**src/rtl/fma_unit_arb.sv**
```systemverilog
// Shared-unit arbiter and result router: one-hot grant with optional multi-cycle lock, LAT-deep tag pipe.
// Build option FMA_ARB_RR_EN selects round-robin arbitration; undefined gives lowest-index-first priority.
module fma_unit_arb #(
  parameter int NCLI = 3,
  parameter int DW   = 80,
  parameter int RW   = 82,
  parameter int LAT  = 2
) (
  input  logic               clk,
  input  logic               reset,
  input  logic [NCLI-1:0]    cli_req,
  input  logic [NCLI-1:0]    cli_lock,
  input  logic [NCLI*DW-1:0] cli_data,
  output logic [NCLI-1:0]    cli_gnt,
  output logic [NCLI-1:0]    cli_vld,
  output logic [RW-1:0]      cli_rslt,
  output logic               unit_en,
  output logic [DW-1:0]      unit_in,
  input  logic [RW-1:0]      unit_out
);

  localparam int IW = $clog2(NCLI);

  logic                   lock_vld_q;
  logic                   lock_vld_d;
  logic [IW-1:0]          lock_idx_q;
  logic [IW-1:0]          lock_idx_d;
  logic [NCLI-1:0]        tag_q [LAT];
  logic [NCLI-1:0]        tag_d [LAT];

  logic                   lock_hit;
  logic                   found;
  logic [IW-1:0]          cand;
  logic [NCLI-1:0]        arb_gnt;
  logic                   gnt_any;
  logic [IW-1:0]          gnt_idx;
  logic [NCLI-1:0][DW-1:0] data_masked;

`ifdef FMA_ARB_RR_EN
  logic [IW-1:0]          ptr_q;
  logic [IW-1:0]          ptr_d;

  // Client index base+off, wrapped into 0..NCLI-1 (NCLI need not be a power of two).
  function automatic logic [IW-1:0] rr_cand(input logic [IW-1:0] base, input logic [IW-1:0] off);
    logic [IW:0] sum;
    sum = {1'b0, base} + {1'b0, off};
    if (sum >= (IW+1)'(NCLI)) begin
      sum = sum - (IW+1)'(NCLI);
    end else begin
      sum = sum;
    end
    return sum[IW-1:0];
  endfunction
`endif

  // Grant selection: a live lock wins outright, otherwise first requester in search order.
  always_comb begin
    lock_hit = lock_vld_q & cli_req[lock_idx_q];
    arb_gnt  = '0;
    found    = 1'b0;
    cand     = '0;
    if (lock_hit) begin
      arb_gnt[lock_idx_q] = 1'b1;
    end else begin
      for (int i = 0; i < NCLI; i++) begin
`ifdef FMA_ARB_RR_EN
        cand = rr_cand(ptr_q, IW'(i));
`else
        cand = IW'(i);
`endif
        if (!found && cli_req[cand]) begin
          arb_gnt[cand] = 1'b1;
          found         = 1'b1;
        end else begin
          found = found;
        end
      end
    end
  end

  // Grants are suppressed while reset is held.
  always_comb begin
    if (reset) begin
      cli_gnt = '0;
    end else begin
      cli_gnt = arb_gnt;
    end
  end

  // Granted index and the payload it forwards.
  always_comb begin
    gnt_any = |cli_gnt;
    gnt_idx = '0;
    unit_in = '0;
    for (int i = 0; i < NCLI; i++) begin
      gnt_idx = gnt_idx | ({IW{cli_gnt[IW'(i)]}} & IW'(i));
      unit_in = unit_in | data_masked[IW'(i)];
    end
  end

  for (genvar g = 0; g < NCLI; g++) begin : g_mask
    assign data_masked[g] = cli_data[g*DW +: DW] & {DW{cli_gnt[g]}};
  end

  assign unit_en  = gnt_any;
  assign cli_rslt = unit_out;
  assign cli_vld  = tag_q[LAT-1];

  // Lock follows the current grant; any cycle without a locking grant drops it.
  always_comb begin
    lock_vld_d = gnt_any & cli_lock[gnt_idx];
    if (gnt_any) begin
      lock_idx_d = gnt_idx;
    end else begin
      lock_idx_d = lock_idx_q;
    end
  end

  assign tag_d[0] = cli_gnt;
  for (genvar g = 1; g < LAT; g++) begin : g_tag
    assign tag_d[g] = tag_q[g-1];
  end

  // Lock owner and tag pipeline state.
  always_ff @(posedge clk or posedge reset) begin
    if (reset) begin
      lock_vld_q <= 1'b0;
      lock_idx_q <= '0;
      tag_q      <= '{default: '0};
    end else begin
      lock_vld_q <= lock_vld_d;
      lock_idx_q <= lock_idx_d;
      tag_q      <= tag_d;
    end
  end

`ifdef FMA_ARB_RR_EN
  // Pointer advances past the winner only on arbitrated grants; locked grants leave it.
  always_comb begin
    if (gnt_any && !lock_hit) begin
      if (gnt_idx == IW'(NCLI-1)) begin
        ptr_d = '0;
      end else begin
        ptr_d = gnt_idx + IW'(1);
      end
    end else begin
      ptr_d = ptr_q;
    end
  end

  // Round-robin pointer.
  always_ff @(posedge clk or posedge reset) begin
    if (reset) begin
      ptr_q <= '0;
    end else begin
      ptr_q <= ptr_d;
    end
  end
`endif

endmodule

```
**config.mk**
```make
export PLATFORM = sky130hd
export DESIGN_NAME = fma_unit_arb
export DESIGN_NICKNAME = d
export VERILOG_FILES = /design/src/rtl/fma_unit_arb.sv
export SDC_FILE = /design/constraint.sdc
export NUM_CORES = 1
export LEC_CHECK = 0
export BUFFER_PORTS_ARGS = -buffer_cell sky130_fd_sc_hd__buf_2
export CORE_AREA = 2 2 197 199
export CTS_BUF_LIST = sky130_fd_sc_hd__clkbuf_4 sky130_fd_sc_hd__clkbuf_8
export DETAILED_ROUTE_END_ITERATION = 7
export DIE_AREA = 0 0 199 201
export MAX_ROUTING_LAYER = met4
export PLACE_DENSITY = 0.3
export SLEW_MARGIN = 10
export SYNTH_ARGS = -nofsm -noshare
export SYNTH_HDL_FRONTEND = slang
export SYNTH_SLANG_ARGS = --single-unit
```
**constraint.sdc**
```tcl
create_clock -name clk -period 0.9 [get_ports clk]
set_input_delay 0.09 -clock clk [delete_from_list [all_inputs] [get_ports clk]]
set_output_delay 0.09 -clock clk [all_outputs]
set_load 0.01 [all_outputs]
```
==> Implementation_results.wiki, run 1 <==
{| class="wikitable"
! Metric !! Value
|-
| Overflow left after global routing || 0
|-
| Syn. warnings || 0
|-
| Post-synthesis sequential element count || 6
|-
| Clock slew at the register clock pins of the worst setup and hold paths || 0.03 ns
|-
| Cell Area, Synth || 0.00144 mm²
|-
| Antenna violations before repair || 0
|-
| Period minus WS final || 0.793 ns
|-
| Placed Instance Area || 0.00120 mm²
|-
| Synth top cells by count || sky130_fd_sc_hd__buf_4, sky130_fd_sc_hd__dfrtp_1
|-
| Share of async-settable or async-resettable flops after synthesis || 100%
|-
| Number of global-route vias before repair || 335
|-
| Leak pwr || 0.432 nW
|-
| Clock tree buffer depth || 2
|-
| Total via count after detailed routing || 504
|-
| Initial Util || 3.77%
|-
| Root cell of the clock tree || sky130_fd_sc_hd__clkbuf_8
|-
| Detailed router's first-iteration violation count || 0
|-
| DRT Pass-1 Iters || 1
|-
| Placer's final routability congestion estimate || 0.469
|-
| Final Cycle Share || 88.1%
|-
| Worst Hold Endpoint || tag_d[2]$_DFF_PP0_
|-
| Clock latency on the worst-skew pair || 0.22 ns
|-
| Clock tree from TritonCTS || yes
|-
| Count of distinct cell types in the synthesized netlist || 9
|-
| Final WL || 2010 µm
|-
| Setup crit start kind || input port
|-
| Area added between synthesis and finish || -13.1%
|-
| Layout cell share with drive strength beyond 1 || 15.0%
|-
| Required @ worst endpoint || 0.81 ns
|-
| Final setup skew || 0.000422 ns
|-
| Area share of fa/ha/maj cells after synthesis || 0%
|-
| Number of H-tree levels || 1
|-
| Final Hold Vio Count || 0
|-
| Cell area after layout || 0.00125 mm²
|-
| Setup crit end kind || output pin
|-
| Instance count of the mapped netlist || 178
|-
| WHS Path Cells || 2
|-
| Area share of xor/xnor cells in the synthesized design || 0%
|-
| Die Span Y || 201 µm
|-
| Synth Area in Compound Gates || 0%
|-
| Placeable core area || 0.0381 mm²
|-
| Proportion of synthesized area in mux cells || 0%
|-
| X dimension of the die || 199 µm
|-
| Launch instance of the worst register-to-register path || tag_d[2]$_DFF_PP0_
|-
| Power after layout || 0.871 mW
|-
| First-pass GRT wire length || 2140 µm
|-
| Synth Flop Type || sky130_fd_sc_hd__dfrtp_1
|-
| Cell type with the highest aggregate area in the netlist || sky130_fd_sc_hd__buf_4
|-
| Post-route setup TNS || 0 ns
|-
| CTS Buf Count || 3
|-
| WL per Instance || 3.21 µm
|-
| Combined global-route utilization of all metal layers || 0.814%
|-
| Main area contributors after synthesis || sky130_fd_sc_hd__buf_4, sky130_fd_sc_hd__dfrtp_1, sky130_fd_sc_hd__nor4b_2
|-
| Max-Cap Viols || 0
|-
| Fmax achieved || 1260 MHz
|-
| Via count normalized by instance count || 0.806
|-
| Worst min path class || input port to register
|-
| Run status || completed
|-
| Worst hold path startpoint || cli_req[1]
|-
| Unrepaired setup endpoints after global routing || false
|-
| Site Rows || 72
|-
| Pin count of the biggest net entering global routing || 7
|-
| Slew Limit Fails || 0
|-
| TritonCTS sink count || 6
|-
| Path depth of the worst reg2reg path || 0
|-
| Maximum ir drop on the vdd rail || 0.265 mV
|-
| Number of diodes || 0
|-
| Count of placed standard cells in the final layout, fillers left out || 625
|-
| Dpl cells || 621
|-
| DRC || 0
|-
| Buffers added on ports || 11
|-
| Number of setup violations in the final report || 0
|-
| Terminus of the critical flop-to-flop path || cli_vld[2]$_DFF_PP0_
|-
| Cell with the most instances after synthesis || sky130_fd_sc_hd__buf_4
|-
| Core Util, Final || 3.28%
|-
| Number of enable flip-flop cells after synthesis || 0
|-
| Count of boundary I/O pins || 499
|-
| Syn Area/Cell || 8.07 µm²
|-
| Reg-to-reg setup timing slack || 0.43 ns
|-
| Number of routed nets with antenna violations || 0
|-
| Area fraction of the dominant cell type after synthesis || 86.2%
|-
| Synthesized-area fraction occupied by and/or/nand/nor cells || 2.79%
|-
| Power density cells || 697 mW/mm²
|-
| Final layout net count || 439
|-
| Sequential area share after synthesis || 10.5%
|-
| Largest fanout of any net on the critical path || 4
|-
| Placed wire-length estimate || 1750 µm
|-
| Dominant combinational cell family by area after synthesis || buffers and inverters
|-
| Die Footprint || 0.0400 mm²
|-
| Crit Path Category || input port to output pin
|-
| Crit path arrival time || 0.70 ns
|}
cell families after synthesis:
family        count (synthesis)
other cells                   1
simple gates                  5
flops                         6
buf+inv                     166
cell type report:
class | instances | area (µm²)
multi-input combinational | 85 | 340
clock buffer | 3 | 41.3
timing repair buffer | 12 | 65.1
sequential | 6 | 150
fill | 4561 | 36900
tap | 518 | 648
inverter | 1 | 3.75
timing repair:
| item | 4_1_cts | 5_1_grt |
|---|---|---|
| resized for setup | 0 | 0 |
| buffers inserted | 0 | 0 |
| hold endpoints to repair | 6 | 0 |
| hold buffers | 1 | 0 |
critical path, cell delays in order:
cell and delay, ns:
sky130_fd_sc_hd__buf_2 0.12, sky130_fd_sc_hd__nor4b_2 0.31, sky130_fd_sc_hd__buf_2 0.18
cells in the final DEF, fill, tap and decap left out:
cell / n
sky130_fd_sc_hd__conb_1: 80
sky130_fd_sc_hd__buf_2: 11
sky130_fd_sc_hd__dfrtp_1: 6
sky130_fd_sc_hd__clkbuf_8: 3
sky130_fd_sc_hd__and2b_2: 1
sky130_fd_sc_hd__inv_1: 1
sky130_fd_sc_hd__nor3b_1: 1
sky130_fd_sc_hd__nor4b_2: 1
sky130_fd_sc_hd__nor3_1: 1
sky130_fd_sc_hd__nor2_1: 1
sky130_fd_sc_hd__dlygate4sd3_1: 1
state kept, by name, summed over array words and instances (netlist names):
name / cells
tag_d: 3
cli_vld: 3
power by group:
| group | total, mW | internal, mW | switching, mW |
|---|---|---|---|
| registers | 0.284 | 0.282 | 0.00223 |
| clock network | 0.381 | 0.286 | 0.0959 |
| logic | 0.206 | 0.0245 | 0.181 |
worst max path at each step:
stage / from / to / slack, ns / cells after the start
2_1_floorplan: cli_req[0] / cli_gnt[2] / 0.29 / 2
3_3_place_gp: cli_req[0] / cli_gnt[2] / 0.07 / 3
3_5_place_dp: cli_req[0] / cli_gnt[1] / 0.11 / 3
4_1_cts: cli_req[0] / cli_gnt[2] / 0.09 / 3
5_1_grt: cli_req[0] / cli_gnt[2] / 0.06 / 3
6_report: cli_req[0] / cli_gnt[2] / 0.11 / 3
per-stage QoR:
stage | worst slack [ns] | hold WS (ns)
final | 0.107 | 0.0754
after detailed placement | 0.105 | 0.0551
after floorplan | 0.291 | -0.119
after global routing | 0.0631 | 0.0767
after CTS | 0.0928 | 0.0726
after global placement | 0.0669 | 0.0580
layer usage:
metal	vias to the layer above	GRT usage, %	part of all wire (%)
li1	149	-	-
met1	173	0.132	9.2
met2	110	0.524	20
met3	72	0.756	35
met4	0	3.30	36
met5	-	-	0
Power figures use the tool's default switching activity.
==> run 2: changes to the inputs <==
--- a/config.mk
+++ b/config.mk
@@ -10,6 +10,7 @@
 export CTS_BUF_LIST = sky130_fd_sc_hd__clkbuf_4 sky130_fd_sc_hd__clkbuf_8
 export DETAILED_ROUTE_END_ITERATION = 7
 export DIE_AREA = 0 0 199 201
+export GPL_TIMING_DRIVEN = 0
 export MAX_ROUTING_LAYER = met4
 export PLACE_DENSITY = 0.3
 export SLEW_MARGIN = 10
==> Implementation_results.wiki, run 2 (synthesized netlist as in run 1, its figures left out) <==
{| class="wikitable"
! Metric !! Value
|-
| Number of routed nets with antenna violations || 0
|-
| Maximum ir drop on the vdd rail || 0.278 mV
|-
| Placed wire-length estimate || 3400 µm
|-
| Count of boundary I/O pins || 499
|-
| Unrepaired setup endpoints after global routing || false
|-
| Clock tree from TritonCTS || yes
|-
| Required @ worst endpoint || 0.81 ns
|-
| Number of H-tree levels || 1
|-
| Cell breakdown of the critical path || buf_2, nor4b_4, buf_4, buf_2
|-
| Met3 routing resource usage after global routing || 0.286%
|-
| Met2 Use GR || 3.00%
|-
| Layer with the highest usage after global routing || met2
|-
| Fmax achieved || 1170 MHz
|-
| Total via count after detailed routing || 1299
|-
| Final Cycle Share || 95.1%
|-
| Placer's final routability congestion estimate || 0.652
|-
| Cell area after layout || 0.00291 mm²
|-
| Pin count of the biggest net entering global routing || 7
|-
| DRC || 0
|-
| Buffer count from post-CTS setup fixing || 0
|-
| Clock tree buffer depth || 2
|-
| Antenna violations before repair || 0
|-
| Placed Instance Area || 0.00285 mm²
|-
| Combined global-route utilization of all metal layers || 1.41%
|-
| Placeable core area || 0.0381 mm²
|-
| Global routing met1 resource utilization || 1.17%
|-
| Crit Path Category || input port to output pin
|-
| Site Rows || 72
|-
| Power after layout || 1.73 mW
|-
| WL per Instance || 4.06 µm
|-
| Most frequent cells in the layout || sky130_fd_sc_hd__buf_4, sky130_fd_sc_hd__buf_2, sky130_fd_sc_hd__conb_1
|-
| DRT Pass-1 Iters || 3
|-
| Overflow left after global routing || 0
|-
| Run status || completed
|-
| Via count normalized by instance count || 1.49
|-
| Root cell of the clock tree || sky130_fd_sc_hd__clkbuf_8
|-
| TritonCTS sink count || 6
|-
| First-pass GRT wire length || 4120 µm
|-
| Number of diodes || 0
|-
| Die Span Y || 201 µm
|-
| Largest fanout of any net on the critical path || 3
|-
| Worst slack on hold paths || 0.0902 ns
|-
| Die Footprint || 0.0400 mm²
|-
| Crit path arrival time || 0.77 ns
|-
| Most common cell after layout, fill and taps aside || sky130_fd_sc_hd__buf_4
|-
| Max-Cap Viols || 0
|-
| Clock slew at the register clock pins of the worst setup and hold paths || 0.03 ns
|-
| Clock latency on the worst-skew pair || 0.22 ns
|-
| Number of setup violations in the final report || 0
|-
| Layout cell share with drive strength beyond 1 || 74.6%
|-
| Setup crit end kind || output pin
|-
| Setup crit start kind || input port
|-
| Detailed router's first-iteration violation count || 8
|-
| X dimension of the die || 199 µm
|-
| Leak pwr || 1.50 nW
|-
| Buffers added on ports || 93
|-
| Final Hold Vio Count || 0
|-
| Power density cells || 593 mW/mm²
|-
| Final WL || 3540 µm
|-
| CTS Buf Count || 3
|-
| Initial Util || 3.77%
|-
| Peak per-stage delay on the critical path || 0.29 ns
|-
| Worst min path class || input port to register
|-
| Pre-CTS setup slack || 0.00475 ns
|-
| Final setup skew || 0.0000840 ns
|-
| Number of global-route vias before repair || 931
|-
| Final layout net count || 686
|-
| Worst setup margin || 0.0444 ns
|-
| Slew Limit Fails || 0
|-
| Cell with the most instances on the worst path || sky130_fd_sc_hd__buf_2
|-
| Area added between synthesis and finish || 103%
|-
| Slowest CP cell || sky130_fd_sc_hd__nor4b_4
|-
| Period minus WS final || 0.856 ns
|}
-- run 2: per-layer routing --
| layer | part of all wire, % | vias to the layer above | wire, µm |
|---|---|---|---|
| li1 | - | 644 | - |
| met1 | 28 | 459 | 984 |
| met2 | 50 | 194 | 1770 |
| met3 | 22 | 2 | 777 |
| met4 | 0.23 | 0 | 8 |
| met5 | 0 | - | 0 |
-- run 2: what timing repair did --
action / 4_1_cts / 5_1_grt
gates resized for setup: 2 / 0
pin swaps: 0 / 1
endpoints found under the setup margin: 1 / 1
hold buffers: 1 / 0
hold endpoints to repair: 6 / 0
-- run 2: final timing paths --
check	from	end	slack [ns]	cells past startpoint
max	cli_req[1]	cli_gnt[2]	0.04	4
min	cli_req[1]	tag_d[2]$_DFF_PP0_	0.09	2
max reg2reg	tag_d[0]$_DFF_PP0_	cli_vld[0]$_DFF_PP0_	0.42	0
min reg2reg	tag_d[2]$_DFF_PP0_	cli_vld[2]$_DFF_PP0_	0.34	0
max in group asynchronous	reset	cli_vld[2]$_DFF_PP0_	0.32	3
min in group asynchronous	reset	cli_vld[1]$_DFF_PP0_	0.40	3
-- run 2: cell type report --
| class | count | area, µm² |
|---|---|---|
| clock buffers | 3 | 41.3 |
| multi-input cells | 85 | 354 |
| well taps | 518 | 648 |
| inverters | 1 | 3.75 |
| fillers | 4484 | 35200 |
| repair buffers | 94 | 475 |
| flip-flops and latches | 6 | 150 |
| plain buffers | 165 | 1240 |
-- run 2: power by group --
group	internal, mW	switching (mW)	leakage, nW	total, mW
Sequential	0.282	0.00270	0.0801	0.284
Combinational	0.604	0.451	1.40	1.05
Clock	0.286	0.102	0.0216	0.388
Total	1.17	0.556	1.50	1.73
-- run 2: metrics by stage --
| stage | setup TNS (ns) | instances | utilization [%] |
|---|---|---|---|
| 2_1_floorplan | 0 | 257 | - |
| 3_3_place_gp | -0.0307 | 868 | 7.47 |
| 3_5_place_dp | 0 | 868 | 7.47 |
| 4_1_cts | 0 | 872 | 7.64 |
| 5_1_grt | 0 | 872 | 7.64 |
| 6_report | 0 | 872 | 7.64 |
-- run 2: worst max-delay path, delay by kind of cell --
kind / cells / cell delay [ns]
buffers and inverters: 3 / 0.38
AND/OR/NAND/NOR: 1 / 0.29
